### src/rtl/multicycle_control.sv
// Moore control FSM for a multicycle RISC-V style datapath (LW, SW, R-type, BEQ).
// Define MULTICYCLE_CTRL_ILLEGAL_TRAP_EN to trap illegal opcodes into a sticky HALT state.
module multicycle_control (
    input  logic       clock,
    input  logic       reset_n,
    input  logic [6:0] opcode,
    output logic [1:0] ALUOp,
    output logic [1:0] ALUSrcB,
    output logic       ALUSrcA,
    output logic       MemRead,
    output logic       MemWrite,
    output logic       IorD,
    output logic       IRWrite,
    output logic       RegWrite,
    output logic       MemtoReg,
    output logic       PCWrite,
    output logic       PCWriteCond,
    output logic       PCSource,
    output logic [3:0] state,
    output logic       illegal
);

    localparam logic [6:0] OP_LW    = 7'b0000011;
    localparam logic [6:0] OP_SW    = 7'b0100011;
    localparam logic [6:0] OP_RTYPE = 7'b0110011;
    localparam logic [6:0] OP_BEQ   = 7'b1100011;

    typedef enum logic [3:0] {
        S_IDLE     = 4'd0,
        S_FETCH    = 4'd1,
        S_DECODE   = 4'd2,
        S_MEMADDR  = 4'd3,
        S_MEMREAD  = 4'd4,
        S_MEMWB    = 4'd5,
        S_MEMWRITE = 4'd6,
        S_EXECUTE  = 4'd7,
        S_RWB      = 4'd8,
        S_BRANCH   = 4'd9,
        S_HALT     = 4'd10
    } state_t;

    state_t     state_q, state_d;
    logic       run_q;
    logic       illegal_d;
    logic [1:0] alu_op_d,  alu_op_q;
    logic [1:0] src_b_d,   src_b_q;
    logic       src_a_d,   src_a_q;
    logic       mem_rd_d,  mem_rd_q;
    logic       mem_wr_d,  mem_wr_q;
    logic       iord_d,    iord_q;
    logic       ir_wr_d,   ir_wr_q;
    logic       reg_wr_d,  reg_wr_q;
    logic       m2r_d,     m2r_q;
    logic       pc_wr_d,   pc_wr_q;
    logic       pc_wc_d,   pc_wc_q;
    logic       pc_src_d,  pc_src_q;

    // Next-state selection; opcode only matters in DECODE and MEMADDR.
    always_comb begin
        state_d   = state_q;
        illegal_d = 1'b0;
        case (state_q)
            S_IDLE:     state_d = run_q ? S_FETCH : S_IDLE;
            S_FETCH:    state_d = S_DECODE;
            S_DECODE: begin
                case (opcode)
                    OP_LW, OP_SW: state_d = S_MEMADDR;
                    OP_RTYPE:     state_d = S_EXECUTE;
                    OP_BEQ:       state_d = S_BRANCH;
                    default: begin
`ifdef MULTICYCLE_CTRL_ILLEGAL_TRAP_EN
                        state_d   = S_HALT;
                        illegal_d = 1'b1;
`else
                        state_d   = S_FETCH;
                        illegal_d = 1'b0;
`endif
                    end
                endcase
            end
            S_MEMADDR:  state_d = (opcode == OP_LW) ? S_MEMREAD : S_MEMWRITE;
            S_MEMREAD:  state_d = S_MEMWB;
            S_MEMWB:    state_d = S_FETCH;
            S_MEMWRITE: state_d = S_FETCH;
            S_EXECUTE:  state_d = S_RWB;
            S_RWB:      state_d = S_FETCH;
            S_BRANCH:   state_d = S_FETCH;
            S_HALT:     state_d = S_HALT;
            default:    state_d = S_IDLE;
        endcase
    end

    // Control decode of the upcoming state so the registered outputs track state_q.
    always_comb begin
        alu_op_d = 2'b00;
        src_b_d  = 2'b00;
        src_a_d  = 1'b0;
        mem_rd_d = 1'b0;
        mem_wr_d = 1'b0;
        iord_d   = 1'b0;
        ir_wr_d  = 1'b0;
        reg_wr_d = 1'b0;
        m2r_d    = 1'b0;
        pc_wr_d  = 1'b0;
        pc_wc_d  = 1'b0;
        pc_src_d = 1'b0;
        case (state_d)
            S_FETCH: begin
                mem_rd_d = 1'b1;
                ir_wr_d  = 1'b1;
                src_b_d  = 2'b01;
                pc_wr_d  = 1'b1;
            end
            S_DECODE:   src_b_d = 2'b11;
            S_MEMADDR: begin
                src_a_d = 1'b1;
                src_b_d = 2'b10;
            end
            S_MEMREAD: begin
                mem_rd_d = 1'b1;
                iord_d   = 1'b1;
            end
            S_MEMWB: begin
                reg_wr_d = 1'b1;
                m2r_d    = 1'b1;
            end
            S_MEMWRITE: begin
                mem_wr_d = 1'b1;
                iord_d   = 1'b1;
            end
            S_EXECUTE: begin
                src_a_d  = 1'b1;
                alu_op_d = 2'b10;
            end
            S_RWB:      reg_wr_d = 1'b1;
            S_BRANCH: begin
                src_a_d  = 1'b1;
                alu_op_d = 2'b01;
                pc_wc_d  = 1'b1;
                pc_src_d = 1'b1;
            end
            default: begin
                alu_op_d = 2'b00;
            end
        endcase
    end

    // State, start-delay flag and registered control outputs.
    always_ff @(posedge clock or negedge reset_n) begin
        if (!reset_n) begin
            state_q  <= S_IDLE;
            run_q    <= 1'b0;
            alu_op_q <= 2'b00;
            src_b_q  <= 2'b00;
            src_a_q  <= 1'b0;
            mem_rd_q <= 1'b0;
            mem_wr_q <= 1'b0;
            iord_q   <= 1'b0;
            ir_wr_q  <= 1'b0;
            reg_wr_q <= 1'b0;
            m2r_q    <= 1'b0;
            pc_wr_q  <= 1'b0;
            pc_wc_q  <= 1'b0;
            pc_src_q <= 1'b0;
        end else begin
            state_q  <= state_d;
            run_q    <= 1'b1;
            alu_op_q <= alu_op_d;
            src_b_q  <= src_b_d;
            src_a_q  <= src_a_d;
            mem_rd_q <= mem_rd_d;
            mem_wr_q <= mem_wr_d;
            iord_q   <= iord_d;
            ir_wr_q  <= ir_wr_d;
            reg_wr_q <= reg_wr_d;
            m2r_q    <= m2r_d;
            pc_wr_q  <= pc_wr_d;
            pc_wc_q  <= pc_wc_d;
            pc_src_q <= pc_src_d;
        end
    end

`ifdef MULTICYCLE_CTRL_ILLEGAL_TRAP_EN
    logic illegal_q;

    // Sticky trap flag, cleared only by reset.
    always_ff @(posedge clock or negedge reset_n) begin
        if (!reset_n) begin
            illegal_q <= 1'b0;
        end else begin
            illegal_q <= illegal_q | illegal_d;
        end
    end

    assign illegal = illegal_q;
`else
    logic unused_s;
    assign unused_s = illegal_d;
    assign illegal  = 1'b0;
`endif

    assign ALUOp       = alu_op_q;
    assign ALUSrcB     = src_b_q;
    assign ALUSrcA     = src_a_q;
    assign MemRead     = mem_rd_q;
    assign MemWrite    = mem_wr_q;
    assign IorD        = iord_q;
    assign IRWrite     = ir_wr_q;
    assign RegWrite    = reg_wr_q;
    assign MemtoReg    = m2r_q;
    assign PCWrite     = pc_wr_q;
    assign PCWriteCond = pc_wc_q;
    assign PCSource    = pc_src_q;
    assign state       = state_q;

endmodule
### config.mk
export PLATFORM = sky130hd
export DESIGN_NAME = multicycle_control
export DESIGN_NICKNAME = d
export VERILOG_FILES = /design/src/rtl/multicycle_control.sv
export SDC_FILE = /design/constraint.sdc
export NUM_CORES = 1
export LEC_CHECK = 0
export BUFFER_PORTS_ARGS = -buffer_cell sky130_fd_sc_hd__clkbuf_2
export CORE_MARGIN = 2
export CORE_UTILIZATION = 25
export CTS_CLUSTER_SIZE = 25
export DETAILED_ROUTE_END_ITERATION = 6
export HOLD_SLACK_MARGIN = 0.02
export PLACE_DENSITY_LB_ADDON = 0.25
export SYNTH_ARGS = -nofsm -noshare
export SYNTH_HDL_FRONTEND = slang
export SYNTH_SLANG_ARGS = --single-unit
### constraint.sdc
create_clock -name clock -period 3.4 [get_ports clock]
set_input_delay 0.68 -clock clock [delete_from_list [all_inputs] [get_ports clock]]
set_output_delay 0.68 -clock clock [all_outputs]
set_load 0.01 [all_outputs]
==> impl_table.tex <==
\begin{tabular}{lr}
\hline
Metric & Value \\
\hline
\multicolumn{2}{l}{\textbf{Route}} \\
\quad Detailed-route wire length per cell & 11.19 µm \\
\quad DR pass1 iterations & 4 \\
\quad Post-Route WL & 1566 µm \\
\quad Total number of vias & 584 \\
\quad DRC marker count from the first detailed-route iteration & 13 \\
\quad Routed vias/inst & 4.171 \\
\quad Post-detailed-route count of antenna-violating nets & 0 \\
\quad Number of remaining DRC errors & 0 \\
\multicolumn{2}{l}{\textbf{Clocking}} \\
\quad Cts repair resizes & 0 \\
\quad Num Clock Sinks & 17 \\
\quad \# hold bufs at CTS & 0 \\
\quad Root cell of the clock tree & clkbuf\_4 \\
\quad Maximum buffer depth of the clock tree & 2 \\
\quad Setup Fix Bufs, Post-CTS & 0 \\
\quad TritonCTS clock tree & built \\
\quad Clk slew on worst S/H paths & 0.10 ns \\
\quad Number of H-tree levels & 1 \\
\quad Clock latency at the later pin of the worst-skew pair & 0.29 ns \\
\quad TritonCTS buffer count & 3 \\
\multicolumn{2}{l}{\textbf{Worst setup path}} \\
\quad Worst endpoint required time & 2.72 ns \\
\quad Largest fanout on the critical path & 13 \\
\quad CP Data Arrival Time & 1.16 ns \\
\quad Largest delay share family, worst path & flip-flops \\
\quad Cell type of the slowest stage on the worst timing path & dfrtp\_1 \\
\quad Biggest cell delay along the critical path & 0.64 ns \\
\quad Chain of cells forming the critical path & clkbuf\_2 \\
\quad Count of buffering cells on the critical path with inverters included & 1 \\
\quad Crit Path Class & register to output pin \\
\quad Kind of end point of the critical path & output pin \\
\quad Type of element launching the critical path & register \\
\multicolumn{2}{l}{\textbf{Yosys}} \\
\quad Synthesized Nets & 82 \\
\quad Number of warnings issued by yosys & 0 \\
\quad Main synth FF type & dfrtp\_1 \\
\quad Library cells used by synthesis & 29 \\
\quad Mapped cell area & 812.0 µm² \\
\quad Post-synthesis cell count & 73 \\
\quad Number of enable-type register cells in the synthesized netlist & 0 \\
\quad Asr flop ratio synth & 1.000 \\
\quad Top post-synthesis cells by area & dfrtp\_1, buf\_4, and3\_1 \\
\quad Average footprint of a synthesized cell & 11.12 µm² \\
\quad Top cell type's share of synthesized area & 0.5239 \\
\quad Part of the Yosys area used for sequential elements & 0.5239 \\
\quad Leading area contributor after synthesis & dfrtp\_1 \\
\quad Number of storage elements in the synthesis netlist & 17 \\
\multicolumn{2}{l}{\textbf{Floorplanning}} \\
\quad X dimension of the die & 60.99 µm \\
\quad Number of I/O pins & 28 \\
\quad Die area & 3720 µm² \\
\quad Effective utilization at floorplan & 0.2638 \\
\quad Height of the die & 60.99 µm \\
\quad Area of the core & 3078 µm² \\
\quad Row Count & 20 \\
\multicolumn{2}{l}{\textbf{Finish}} \\
\quad Proportion of layout cells with a drive suffix above 1 & 0.3750 \\
\quad Count of non-filler cells in the finished layout & 140 \\
\quad Final net count & 106 \\
\quad P\&R area growth vs syn & 18.80\% \\
\quad Area used by multi-input combinational logic & 319.1 µm² \\
\quad Total of fill cells in the finished design & 324 \\
\quad Register Area & 425.4 µm² \\
\quad Antenna Cells & 0 \\
\multicolumn{2}{l}{\textbf{Timing}} \\
\quad Maximum frequency from static timing analysis & 0.5445 GHz \\
\quad Tmin final & 1.836 ns \\
\quad Final hold violation count & 0 \\
\quad Number of pins with negative max-slew slack in the final report & 0 \\
\quad RSZ-0062 raised after global routing & false \\
\quad Share of the cycle needed by the critical path after routing & 0.5401 \\
\quad Number of setup violations in the final report & 0 \\
\quad Final clock skew & 0.003489 ns \\
\quad Final-layout setup total negative slack & 0 ns \\
\multicolumn{2}{l}{\textbf{Global route}} \\
\quad Overall overflow remaining after global route & 0 \\
\quad Global routing usage summed across all routing layers & 0.09991 \\
\quad Number of global-route vias before repair & 507 \\
\quad Number of antenna violations at the first check in global routing & 0 \\
\quad Wire length of the first global-routing pass & 2539 µm \\
\quad Maximum number of pins on one net before global-route repair & 18 \\
\multicolumn{2}{l}{\textbf{Place}} \\
\quad DPL Wire Length & 1150 µm \\
\quad Post-placement cell count & 136 \\
\quad Total of buffers placed on input and output ports & 26 \\
\quad Routability congestion estimate & 0.7446 \\
\multicolumn{2}{l}{\textbf{Pwr}} \\
\quad Internal power & 0.0004330 W \\
\quad Proportion of power drawn by the clock network & 0.152 \\
\quad Switching Power & 0.0002710 W \\
\quad Relative contribution of sequential cells to total power & 0.461 \\
\quad Lkg Pwr & 0.4895 nW \\
\quad VDD IR max & 0.0001816 V \\
\quad Sum of internal, switching and leakage power & 0.0007039 W \\
\quad Switching part of the total power & 0.3849 \\
\quad Pwr dens & 729.7 nW/µm² \\
\quad Combinational power share & 0.388 \\
\multicolumn{2}{l}{\textbf{Run status}} \\
\quad Run status & finished, final reports clean \\
\multicolumn{2}{l}{\textbf{Worst hold path}} \\
\quad Worst hold-check path type & primary input to async pin \\
\multicolumn{2}{l}{\textbf{Flow run}} \\
\quad Max Cap Violations & 0 \\
\hline
\end{tabular}
-- routing by layer --
metal | part of all wire | GRT usage | vias to the layer above
met5 | 0 | 0 | -
met4 | 0.017 | 0.07453 | 0
met3 | 0.064 | 0.02132 | 2
met2 | 0.45 | 0.1352 | 22
met1 | 0.47 | 0.1382 | 271
li1 | - | - | 289
-- sequential cells by signal, summed over array words and instances (netlist names) --
name and cells:
ALUOp 2, ALUSrcA 1, ALUSrcB 2, IorD 1, MemRead 1, MemWrite 1
MemtoReg 1, PCSource 1, PCWrite 1, RegWrite 1, run_q 1, state 4
-- layout by cell type (no fill, tap or decap) --
master | netlist | routed
dfrtp_1 | 17 | 17
conb_1 | 2 | 2
nor4b_4 | 1 | 1
nor2_1 | 4 | 4
nor4bb_1 | 1 | 1
o21ai_1 | 2 | 2
or3_1 | 2 | 2
nor3_1 | 3 | 3
nor2b_1 | 5 | 5
inv_1 | 2 | 2
and4bb_2 | 2 | 2
o22ai_1 | 1 | 1
and2b_1 | 1 | 1
and3_1 | 5 | 5
a311oi_2 | 1 | 1
xnor2_1 | 2 | 2
clkbuf_4 | 0 | 3
o21bai_1 | 1 | 1
nor3b_1 | 1 | 1
clkinv_2 | 0 | 1
a21oi_1 | 3 | 3
clkbuf_2 | 0 | 26
a21boi_2 | 1 | 1
a21o_1 | 1 | 1
o21a_1 | 1 | 1
nor2_2 | 1 | 1
nand2_1 | 2 | 2
and2_1 | 1 | 1
o21ai_0 | 1 | 1
nand3_1 | 2 | 2
-- per-stage QoR --
stage,util,area [µm²],setup WS [ns],hold WS (ns)
finish,0.3134,964.7,1.564,0.3061
floorplan,-,812.0,1.684,0.3844
CTS,0.3134,964.7,1.554,0.3124
global placement,0.3045,937.1,1.495,0.6386
global route,0.3134,964.7,1.475,0.3170
detailed placement,0.3045,937.1,1.486,0.6429
-- cell usage after synthesis, types with 2 or more instances --
cell type  count
nor2_1         4
o21ai_1        2
and4bb_2       2
xnor2_1        2
or3_1          2
conb_1         2
nor2b_1        5
and3_1         5
inv_1          2
a21oi_1        3
buf_6          2
nand2_1        2
nand3_1        2
buf_4          5
dfrtp_1       17
nor3_1         3
-- power by group through the flow --
stage,Combinational [W],Clock [W],Sequential [W]
6_report,0.000273,0.000107,0.000324
3_3_place_gp,0.000279,0,0.000327
5_1_grt,0.000307,0.000124,0.000334
2_1_floorplan,0.000224,0,0.000314
3_5_place_dp,0.000276,0,0.000328
4_1_cts,0.000277,0.000114,0.000325
-- path summary, 6_finish.rpt --
path / start / to / slack, ns / depth (start not counted)
worst max register to register: state[1] / ALUSrcA / 1.61 / 5
min in group clock: run_q / state[0] / 0.67 / 2
worst min-delay path: reset_n / IorD / 0.31 / 1
max in group asynchronous: reset_n / ALUOp[1] / 2.80 / 1
worst min register to register: run_q / state[0] / 0.67 / 2
worst max-delay path: state[1] / state[1] / 1.56 / 1
-- layout make-up --
cell class / instances / area share
multi-input combinational: 47 / 0.3307
inverter: 2 / 0.007782
clock inverter: 1 / 0.005188
clock buffer: 3 / 0.02335
sequential: 17 / 0.4410
timing repair buffer: 26 / 0.1349
tap: 44 / 0.05707
-- cell families after synthesis --
group	after synthesis	synth area share
AOI/OAI and AO/OA	12	0.1048
and+or+nand+nor	31	0.2573
other	2	0.009248
xor gates and xnor gates	2	0.02158
buffers and inverters	9	0.08321
DFF	17	0.5239
(Power assumes the default switching activity.)
